--- src/rtl/pb_irq_controller.sv ---
// -----------------------------------------------------------------------------
// pb_irq_controller
// Vectored interrupt controller sitting in front of the PicoBlaze core's single
// interrupt / interrupt_ack pair. Up to NUM_SRC rising-edge sources are latched
// as pending, qualified by a mask and a global enable, and the lowest-numbered
// qualified source is presented to the core. Software reads the vector and
// clears the source through the core's I/O port bus.
//
// Ports:
//   clk            system clock
//   rst            asynchronous active-high reset
//   irq_src        interrupt sources (synchronous to clk, rising-edge triggered)
//   port_id        core I/O address
//   out_port       core write data
//   write_strobe   OUTPUT strobe, full 8-bit address decode
//   k_write_strobe OUTPUTK strobe, low-nibble address decode
//   read_strobe    INPUT strobe, only advances the debug read counter
//   in_port        registered read data (register addressed last cycle)
//   interrupt      interrupt request to the core
//   interrupt_ack  acknowledge from the core
//   rd_count       wrapping count of read_strobe pulses hitting a mapped register
//
// Register map (offset from BASE_ADDR):
//   +0 PENDING  read, write-1-to-clear
//   +1 MASK     read/write, 1 = source enabled
//   +2 VECTOR   read only, bit7 = in-service valid, bits[2:0] = active index
//   +3 CTRL     read/write, bit0 = global enable
// -----------------------------------------------------------------------------
module pb_irq_controller #(
    parameter int          NUM_SRC   = 8,
    parameter logic [7:0]  BASE_ADDR = 8'hF0
) (
    input  logic               clk,
    input  logic               rst,
    input  logic [NUM_SRC-1:0] irq_src,
    input  logic [7:0]         port_id,
    input  logic [7:0]         out_port,
    input  logic               write_strobe,
    input  logic               k_write_strobe,
    input  logic               read_strobe,
    output logic [7:0]         in_port,
    output logic               interrupt,
    input  logic               interrupt_ack,
    output logic [7:0]         rd_count
);

    // Bits at or above NUM_SRC are forced to zero everywhere.
    localparam logic [7:0] SRC_MASK     = 8'hFF >> (8 - NUM_SRC);
    localparam logic [7:0] ADDR_PENDING = BASE_ADDR;
    localparam logic [7:0] ADDR_MASK    = BASE_ADDR + 8'd1;
    localparam logic [7:0] ADDR_VECTOR  = BASE_ADDR + 8'd2;
    localparam logic [7:0] ADDR_CTRL    = BASE_ADDR + 8'd3;

    // IDLE -> PREP latches the winning index; PREP -> ASSERT raises interrupt.
    typedef enum logic [1:0] {
        ST_IDLE    = 2'd0,
        ST_PREP    = 2'd1,
        ST_ASSERT  = 2'd2,
        ST_SERVICE = 2'd3
    } state_t;

    // Index of the lowest set bit; 0 when the vector is empty.
    function automatic logic [2:0] lowest_index(input logic [7:0] v);
        logic [2:0] idx;
        idx = 3'd0;
        for (int i = 7; i >= 0; i--) begin
            if (v[i]) begin
                idx = 3'(i);
            end else begin
                idx = idx;
            end
        end
        return idx;
    endfunction

    logic [7:0] irq_ext_s;
    logic [7:0] prev_r;
    logic [7:0] pending_r;
    logic [7:0] mask_r;
    logic       ctrl_en_r;
    logic [7:0] set_s;
    logic [7:0] clr_s;
    logic [7:0] req_s;
    logic       wr_pending_s;
    logic       wr_mask_s;
    logic       wr_ctrl_s;
    logic [7:0] vector_s;
    logic [7:0] read_data_s;
    logic       read_hit_s;
    state_t     state_r;
    logic       interrupt_r;
    logic [2:0] active_idx_r;
    logic       vec_valid_r;
    logic [7:0] in_port_r;
    logic [7:0] rd_count_r;

    // Widen the source vector to the fixed 8-bit internal datapath.
    always_comb begin
        irq_ext_s              = 8'h00;
        irq_ext_s[NUM_SRC-1:0] = irq_src;
    end

    // Write decode: OUTPUT uses the full address, OUTPUTK only the low nibble.
    always_comb begin
        wr_pending_s = (write_strobe   && (port_id == ADDR_PENDING)) ||
                       (k_write_strobe && (port_id[3:0] == ADDR_PENDING[3:0]));
        wr_mask_s    = (write_strobe   && (port_id == ADDR_MASK)) ||
                       (k_write_strobe && (port_id[3:0] == ADDR_MASK[3:0]));
        wr_ctrl_s    = (write_strobe   && (port_id == ADDR_CTRL)) ||
                       (k_write_strobe && (port_id[3:0] == ADDR_CTRL[3:0]));
    end

    // Edge detect, W1C clear term and the qualified request vector.
    always_comb begin
        set_s = irq_ext_s & ~prev_r & SRC_MASK;
        if (wr_pending_s) begin
            clr_s = out_port & SRC_MASK;
        end else begin
            clr_s = 8'h00;
        end
        req_s    = pending_r & mask_r;
        vector_s = {vec_valid_r, 4'b0000, active_idx_r};
    end

    // Read mux over the full 8-bit address; unmapped addresses read zero.
    always_comb begin
        read_data_s = 8'h00;
        read_hit_s  = 1'b1;
        case (port_id)
            ADDR_PENDING: read_data_s = pending_r;
            ADDR_MASK:    read_data_s = mask_r;
            ADDR_VECTOR:  read_data_s = vector_s;
            ADDR_CTRL:    read_data_s = {7'b0000000, ctrl_en_r};
            default: begin
                read_data_s = 8'h00;
                read_hit_s  = 1'b0;
            end
        endcase
    end

    // Register block: edge history, pending (set beats clear), mask, enable.
    always_ff @(posedge clk or posedge rst) begin
        if (rst) begin
            prev_r    <= 8'hFF;
            pending_r <= 8'h00;
            mask_r    <= 8'h00;
            ctrl_en_r <= 1'b0;
        end else begin
            prev_r    <= irq_ext_s;
            pending_r <= ((pending_r & ~clr_s) | set_s) & SRC_MASK;
            if (wr_mask_s) begin
                mask_r <= out_port & SRC_MASK;
            end
            if (wr_ctrl_s) begin
                ctrl_en_r <= out_port[0];
            end
        end
    end

    // Request FSM with registered interrupt and vector outputs.
    always_ff @(posedge clk or posedge rst) begin
        if (rst) begin
            state_r      <= ST_IDLE;
            interrupt_r  <= 1'b0;
            active_idx_r <= 3'd0;
            vec_valid_r  <= 1'b0;
        end else begin
            case (state_r)
                ST_IDLE: begin
                    interrupt_r <= 1'b0;
                    vec_valid_r <= 1'b0;
                    if (ctrl_en_r && (req_s != 8'h00)) begin
                        active_idx_r <= lowest_index(req_s);
                        state_r      <= ST_PREP;
                    end
                end
                ST_PREP: begin
                    // Committed: mask/enable changes no longer retract the request.
                    interrupt_r <= 1'b1;
                    state_r     <= ST_ASSERT;
                end
                ST_ASSERT: begin
                    if (interrupt_ack) begin
                        interrupt_r <= 1'b0;
                        vec_valid_r <= 1'b1;
                        state_r     <= ST_SERVICE;
                    end
                end
                ST_SERVICE: begin
                    if (!pending_r[active_idx_r]) begin
                        vec_valid_r <= 1'b0;
                        state_r     <= ST_IDLE;
                    end
                end
                default: begin
                    interrupt_r <= 1'b0;
                    vec_valid_r <= 1'b0;
                    state_r     <= ST_IDLE;
                end
            endcase
        end
    end

    // Registered read data and the wrapping debug read counter.
    always_ff @(posedge clk or posedge rst) begin
        if (rst) begin
            in_port_r  <= 8'h00;
            rd_count_r <= 8'h00;
        end else begin
            in_port_r <= read_data_s;
            if (read_strobe && read_hit_s) begin
                rd_count_r <= rd_count_r + 8'd1;
            end
        end
    end

    assign in_port   = in_port_r;
    assign interrupt = interrupt_r;
    assign rd_count  = rd_count_r;

endmodule

--- config.mk ---
export PLATFORM = sky130hd
export DESIGN_NAME = pb_irq_controller
export DESIGN_NICKNAME = d
export VERILOG_FILES = /design/src/rtl/pb_irq_controller.sv
export SDC_FILE = /design/constraint.sdc
export NUM_CORES = 1
export LEC_CHECK = 0
export CORE_ASPECT_RATIO = 0.75
export CORE_UTILIZATION = 45
export DETAILED_ROUTE_END_ITERATION = 16
export PLACE_DENSITY = 0.72
export SYNTH_ARGS = -nofsm -noshare
export SYNTH_HDL_FRONTEND = slang
export SYNTH_SLANG_ARGS = --single-unit
--- constraint.sdc ---
create_clock -name clk -period 3.8 [get_ports clk]
set_input_delay 0.38 -clock clk [delete_from_list [all_inputs] [get_ports clk]]
set_output_delay 0.38 -clock clk [all_outputs]
set_load 0.05 [all_outputs]
==> results of run 1 <==
-- flip-flops by register name, summed over array words and instances (netlist names) --
signal / count
active_idx_r: 3
state_r: 2
rd_count: 8
prev_r: 8
in_port: 8
vec_valid_r: 1
pending_r: 8
ctrl_en_r: 1
mask_r: 8
interrupt: 1
-- cell usage after synthesis (all sizes together) (2+ instances only) --
master  number  share of area, %
a21oi        5               1.3
a22o         9               3.6
a22oi        5               1.7
a31oi        4               1.1
and3         4               1.1
buf          2              0.45
clkbuf       2              0.34
dfrtp       40                45
dfstp        8               9.5
ha           6               3.4
inv         12               2.0
mux2        12               6.3
mux2i        8               3.6
mux4         2               2.0
nand2       24               4.1
nand2b       3              0.85
nand3        4               1.1
nand4        3              0.85
nor2        11               1.9
nor3         7               1.6
xnor2        4               1.6
xor2         3               1.2
-- power by group --
part	internal, µW	switching [µW]	total, µW
registers	587	78.8	666
logic	213	187	401
clock network	148	164	312
total	948	430	1380
-- cells by family (layout without fill, tap and decap cells) --
family | count (synthesis) | count (layout) | synth area share [%]
AND/OR/NAND/NOR | 60 | 60 | 13.6
adder cells (fa/ha/maj) | 6 | 6 | 3.39
flip-flops | 48 | 48 | 54.6
buffers and inverters | 17 | 67 | 3.61
XOR/XNOR | 7 | 7 | 2.77
multiplexers | 22 | 22 | 11.9
AO/OA/AOI/OAI | 29 | 29 | 10.1
-- metrics by stage --
stage	total power (µW)	cells	util, %	hold slack [ns]	setup WS [ns]
2_1_floorplan	954	189	-	0.384	2.12
3_3_place_gp	1070	288	59.4	0.457	1.49
3_5_place_dp	1080	288	59.4	0.462	1.41
4_1_cts	1390	296	61.4	0.472	1.75
5_1_grt	1470	296	61.4	0.489	1.67
6_report	1380	296	61.4	0.472	1.76
-- worst register-to-register path, cell delays in order, from the launching register on --
cell	delay (ns)
dfrtp_1	0.47
mux4_2	0.53
nor2_1	0.09
a311o_2	0.17
nand3_2	0.10
mux2_4	0.30
-- routing by layer --
layer | wire length [µm] | share of wire [%] | up-vias | track usage (%)
met5 | 0 | 0 | - | 0
met4 | 84 | 1.9 | 0 | 7.97
met3 | 259 | 6.0 | 7 | 5.15
met2 | 1820 | 42 | 42 | 26.4
met1 | 2180 | 50 | 732 | 27.2
li1 | - | - | 765 | -
-- worst paths after layout --
path / slack, ns / end / from
max in group asynchronous: 2.61 / pending_r[2] / rst
hold reg to reg: 0.47 / rd_count[7] / rd_count[7]
hold / removal: 0.47 / rd_count[7] / rd_count[7]
setup / recovery: 1.76 / mask_r[5] / port_id[7]
setup reg to reg: 2.03 / state_r[1] / active_idx_r[2]
min in group asynchronous: 0.61 / active_idx_r[2] / rst
-- cell type report --
| type | count | share of cell area [%] |
|---|---|---|
| flip-flops and latches | 48 | 42.9 |
| multi-input cells | 124 | 32.8 |
| repair buffers | 46 | 16.3 |
| clock buffers | 7 | 3.06 |
| well taps | 57 | 2.52 |
| inverters | 13 | 2.21 |
| clock inverters | 1 | 0.266 |
==> flow_summary.toml, run 1 <==
[status]
outcome = "finished clean"

[cts]
tritoncts_num_sinks = 48
htree_num_levels = 2
clkSlewWorstSetupHoldPaths_ns = 0.08
tritoncts = "yes"
clk_path_buf_depth = 2
post_cts_setup_driven_buffer_insertion_count = 0
clk_root_buffer_cell = "clkbuf_8"
cts_buffers = 5
post_cts_resized = 0
clkLatencyLatePin_ns = 0.31
cts-hold-fix-buffers = 0

[detailed_routing]
drt_iter0_drc = 74
drc_errors = 0
detail_route.first_pass.iterations = 4
postRouteWirelength_um = 4340
routed_via_density = 5.22
routed_length_per_placed_instance_um = 14.7
route.vias.total = 1546
route.antenna.remaining_nets = 0

[finish]
area_of_combinational_cells_with_multiple_inputs_um2 = 926
layout_commonest_cell = "clkdlybuf4s50_1"
layout-drive-gt1-share_pct = 11.3
area_growth_syn_to_layout_pct = 27.4
area.sequential_um2 = 1210
num-nets-final = 274
layout.cells.most_common_list = "46 x clkdlybuf4s50_1, 40 x dfrtp_1, 24 x nand2_1"
antenna_cells = 0
stdcell_area_um2 = 2830
fillers = 378

[yosys]
yosys_warnings = 0
synthesis.nets = 225
synth-seq-cells = 48
synth.yosys.seq_area_share_pct = 54.6
synth_cell_type_count = 37
netlist_area_um2 = 2220
postSynth.asyncResetShare_pct = 100
synth_enable_flop_cells = 0
main_flop_type_after_synthesis = "dfrtp_1"
post_synth_inst_count = 189
syn-mean-instance-area_um2 = 11.7

[sta]
period_minus_slack_ns = 2.04
maxSlewViolCount = 0
final.setup.tns_ns = 0
setup_viol = 0
setup_repair_after_global_routing_missed_its_margin = "false"
timing.slew.headroom_pct = 37.4
min_period_over_period_pct = 53.7
max_freq_mhz = 490
fin_skew_ns = 0.00606
worst_pin_slew_ns = 0.938
final-hold-violation-count = 0

[grt]
vias_in_the_first_global_route = 1532
grt_pass1_wl_um = 7560
grt_util_all_layers_pct = 18.8
grt_max_degree = 49
global_route.overflow_total = 0
grt_antenna_before_repair = 0

[power_and_ir_drop]
power.ir.vdd_worst_mv = 0.270
power.static_leakage_uw = 0.00127
p_per_area_nw_per_um2 = 488

[job]
maxCapViolations = 0

[worst_setup_path]
worstPathMaxFanout = 8
cp_num_buf_inv = 1
crit_path_top_delay_cell = "clkdlybuf4s50_1"
worstSetupEndpointType = "register"
cp_slowest_stage_delay_ns = 0.46
cp_data_arrival_time_ns = 2.23
worst-setup-path-type = "input pin to register"
worst_r2r_path_depth = 5
worst_path_depth = 6
path_cells = "clkdlybuf4s50_1 > and4_1 > a21oi_2 > nor3_1 > and3b_1 > mux2_1"
critPathRequiredTime_ns = 3.99
path_delay_family = "simple AND/OR/NAND/NOR gates"
worst_setup_path_start_kind = "input pin"

[placement]
placed_cell_area_um2 = 2730
port_buffers = 46
hpwlAfterDp_um = 3240
globalplace.congestion = 0.840

[floorplanning]
die-height_um = 62.8
io_pins = 47
core_area_um2 = 4600
floorplan.initialDensity_pct = 48.2
die_width_um = 83.1
die-area_um2 = 5210
num_rows = 21

[hold_path]
min_path_cells = 1
worstHoldPathType = "register to register"
(Power assumes the default switching activity.)
==> run 2, diff against run 1 <==
--- a/config.mk
+++ b/config.mk
@@ -8,7 +8,7 @@
 export CORE_ASPECT_RATIO = 0.75
 export CORE_UTILIZATION = 45
 export DETAILED_ROUTE_END_ITERATION = 16
-export PLACE_DENSITY = 0.72
+export PLACE_DENSITY = 0.75
 export SYNTH_ARGS = -nofsm -noshare
 export SYNTH_HDL_FRONTEND = slang
 export SYNTH_SLANG_ARGS = --single-unit
==> constraint.sdc (replaced) <==
create_clock -name clk -period 1.75 [get_ports clk]
set_input_delay 0.175 -clock clk [delete_from_list [all_inputs] [get_ports clk]]
set_output_delay 0.175 -clock clk [all_outputs]
set_load 0.05 [all_outputs]
==> run 2 against run 1 <==
Net effect:
- first-iteration DRC count is 20% lower
- hold slack worse by 0.24 ns
- design area is 4.9% higher
- die area is the same
- core utilization increased by 3.0 points
- clock power increased by 98%
- sequential share of layout area down 2.0 points
- setup slack lost 1.7 ns
==> flow_summary.toml, run 2 (synthesized netlist as in run 1, its figures left out) <==
[status]
outcome = "finished clean"

[worst_setup_path]
worst_setup_path_start_kind = "register"
worstSetupEndpointType = "register"
cp_data_arrival_time_ns = 1.89
worstPathMaxFanout = 4
worst-setup-path-type = "register to register"
worst_r2r_path_depth = 5
critPathRequiredTime_ns = 1.94

[detailed_routing]
postRouteWirelength_um = 4550
drc_errors = 0
detail_route.first_pass.iterations = 4
route.vias.total = 1645
routed_via_density = 5.29
route.antenna.remaining_nets = 0
drt_iter0_drc = 59
routed_length_per_placed_instance_um = 14.6

[sta]
final-hold-violation-count = 0
max_freq_mhz = 586
timing.slew.headroom_pct = 65.9
maxSlewViolCount = 0
worst_pin_slew_ns = 0.510
min_period_over_period_pct = 97.5
setup_viol = 0
period_minus_slack_ns = 1.71
fin_ws_ns = 0.0445
fin_skew_ns = 0.00615
worst_hold_margin_ns = 0.235

[finish]
area_growth_syn_to_layout_pct = 33.6
antenna_cells = 0
final_std_cells_w_o_fill = 311
num-nets-final = 290
layout_commonest_cell = "clkdlybuf4s50_1"
layout-drive-gt1-share_pct = 17.7
layout.cells.most_common_list = "42 x clkdlybuf4s50_1, 40 x dfrtp_1, 24 x nand2_1"
area.sequential_um2 = 1210
fillers = 370
area_of_combinational_cells_with_multiple_inputs_um2 = 933

[grt]
vias_in_the_first_global_route = 1615
global_route.overflow_total = 0
grt_util_all_layers_pct = 19.2
grt_max_degree = 49
grt_antenna_before_repair = 0
grt_pass1_wl_um = 7910

[placement]
preCtsSetupSlack_ns = -0.259
hpwlAfterDp_um = 3450
globalplace.congestion = 0.788
port_buffers = 46
dp_cells = 302

[job]
maxCapViolations = 0

[power_and_ir_drop]
p_per_area_nw_per_um2 = 1030
power.ir.vdd_worst_mv = 0.568
power.static_leakage_uw = 0.00139

[cts]
clkSlewWorstSetupHoldPaths_ns = 0.08
tritoncts_num_sinks = 48
htree_num_levels = 2
clk_root_buffer_cell = "clkbuf_8"
clk_path_buf_depth = 2
clkLatencyLatePin_ns = 0.30
tritoncts = "yes"
cts_buffers = 5

[floorplanning]
die-height_um = 62.8
die-area_um2 = 5210
num_rows = 21
io_pins = 47
die_width_um = 83.1
core_area_um2 = 4600
floorplan.initialDensity_pct = 48.2

[hold_path]
worstHoldPathType = "input pin to asynchronous set/reset pin"
## run 2: final cells by class
| cell class | count | share of cell area (%) |
|---|---|---|
| clock inverter | 1 | 0.169 |
| clock buffer | 6 | 2.45 |
| timing repair buffer | 62 | 20.5 |
| multi-input combinational | 124 | 31.5 |
| tap | 57 | 2.41 |
| sequential | 48 | 40.9 |
| inverter | 13 | 2.11 |
## run 2: timing repair
item | 4_1_cts | 5_1_grt
cloned | 0 | 0
hold buffers | 0 | 0
endpoints found under the setup margin | 1 | 3
endpoints found under the hold margin | 0 | 0
pin swaps | 0 | 1
buffers inserted | 0 | 2
resized for setup | 1 | 4
## run 2: through the flow
stage	util, %	power (µW)	setup TNS (ns)	instance area, µm²
after global routing	64.4	3240	-0.00591	2960
after CTS	63.8	3020	0	2940
after detailed placement	62.2	2400	-2.75	2860
final	64.4	3040	0	2960
after floorplan	-	2070	0	2220
after global placement	62.2	2370	-1.89	2860
## run 2: routing by layer
| layer | track usage, % | up-vias | share of wire, % |
|---|---|---|---|
| met5 | 0 | - | 0 |
| met4 | 4.53 | 0 | 0.15 |
| met3 | 5.68 | 2 | 5.3 |
| met2 | 28.8 | 50 | 44 |
| met1 | 27.5 | 799 | 51 |
| li1 | - | 794 | - |
## run 2: report_power, final
group | leakage [µW] | switching [µW] | total (µW) | internal, µW
Clock | 0.0000410 | 346 | 618 | 272
Sequential | 0.000574 | 165 | 1440 | 1280
Combinational | 0.000772 | 445 | 980 | 534
## run 2: critical path, cell delays in order (launching register included)
cell and delay (ns):
dfrtp_1 0.43, mux4_2 0.36, nor2_2 0.03, a311o_2 0.38, nand3_2 0.09, mux2_4 0.30
## run 2: final timing paths
kind                                 start           to  slack [ns]
min in group clk                irq_src[1]    prev_r[1]        0.30
hold reg to reg                rd_count[7]  rd_count[7]        0.48
setup reg to reg           active_idx_r[2]   state_r[1]        0.04
setup / recovery           active_idx_r[2]   state_r[1]        0.04
max in group asynchronous              rst    prev_r[4]        1.24
hold / removal                         rst   in_port[5]        0.23
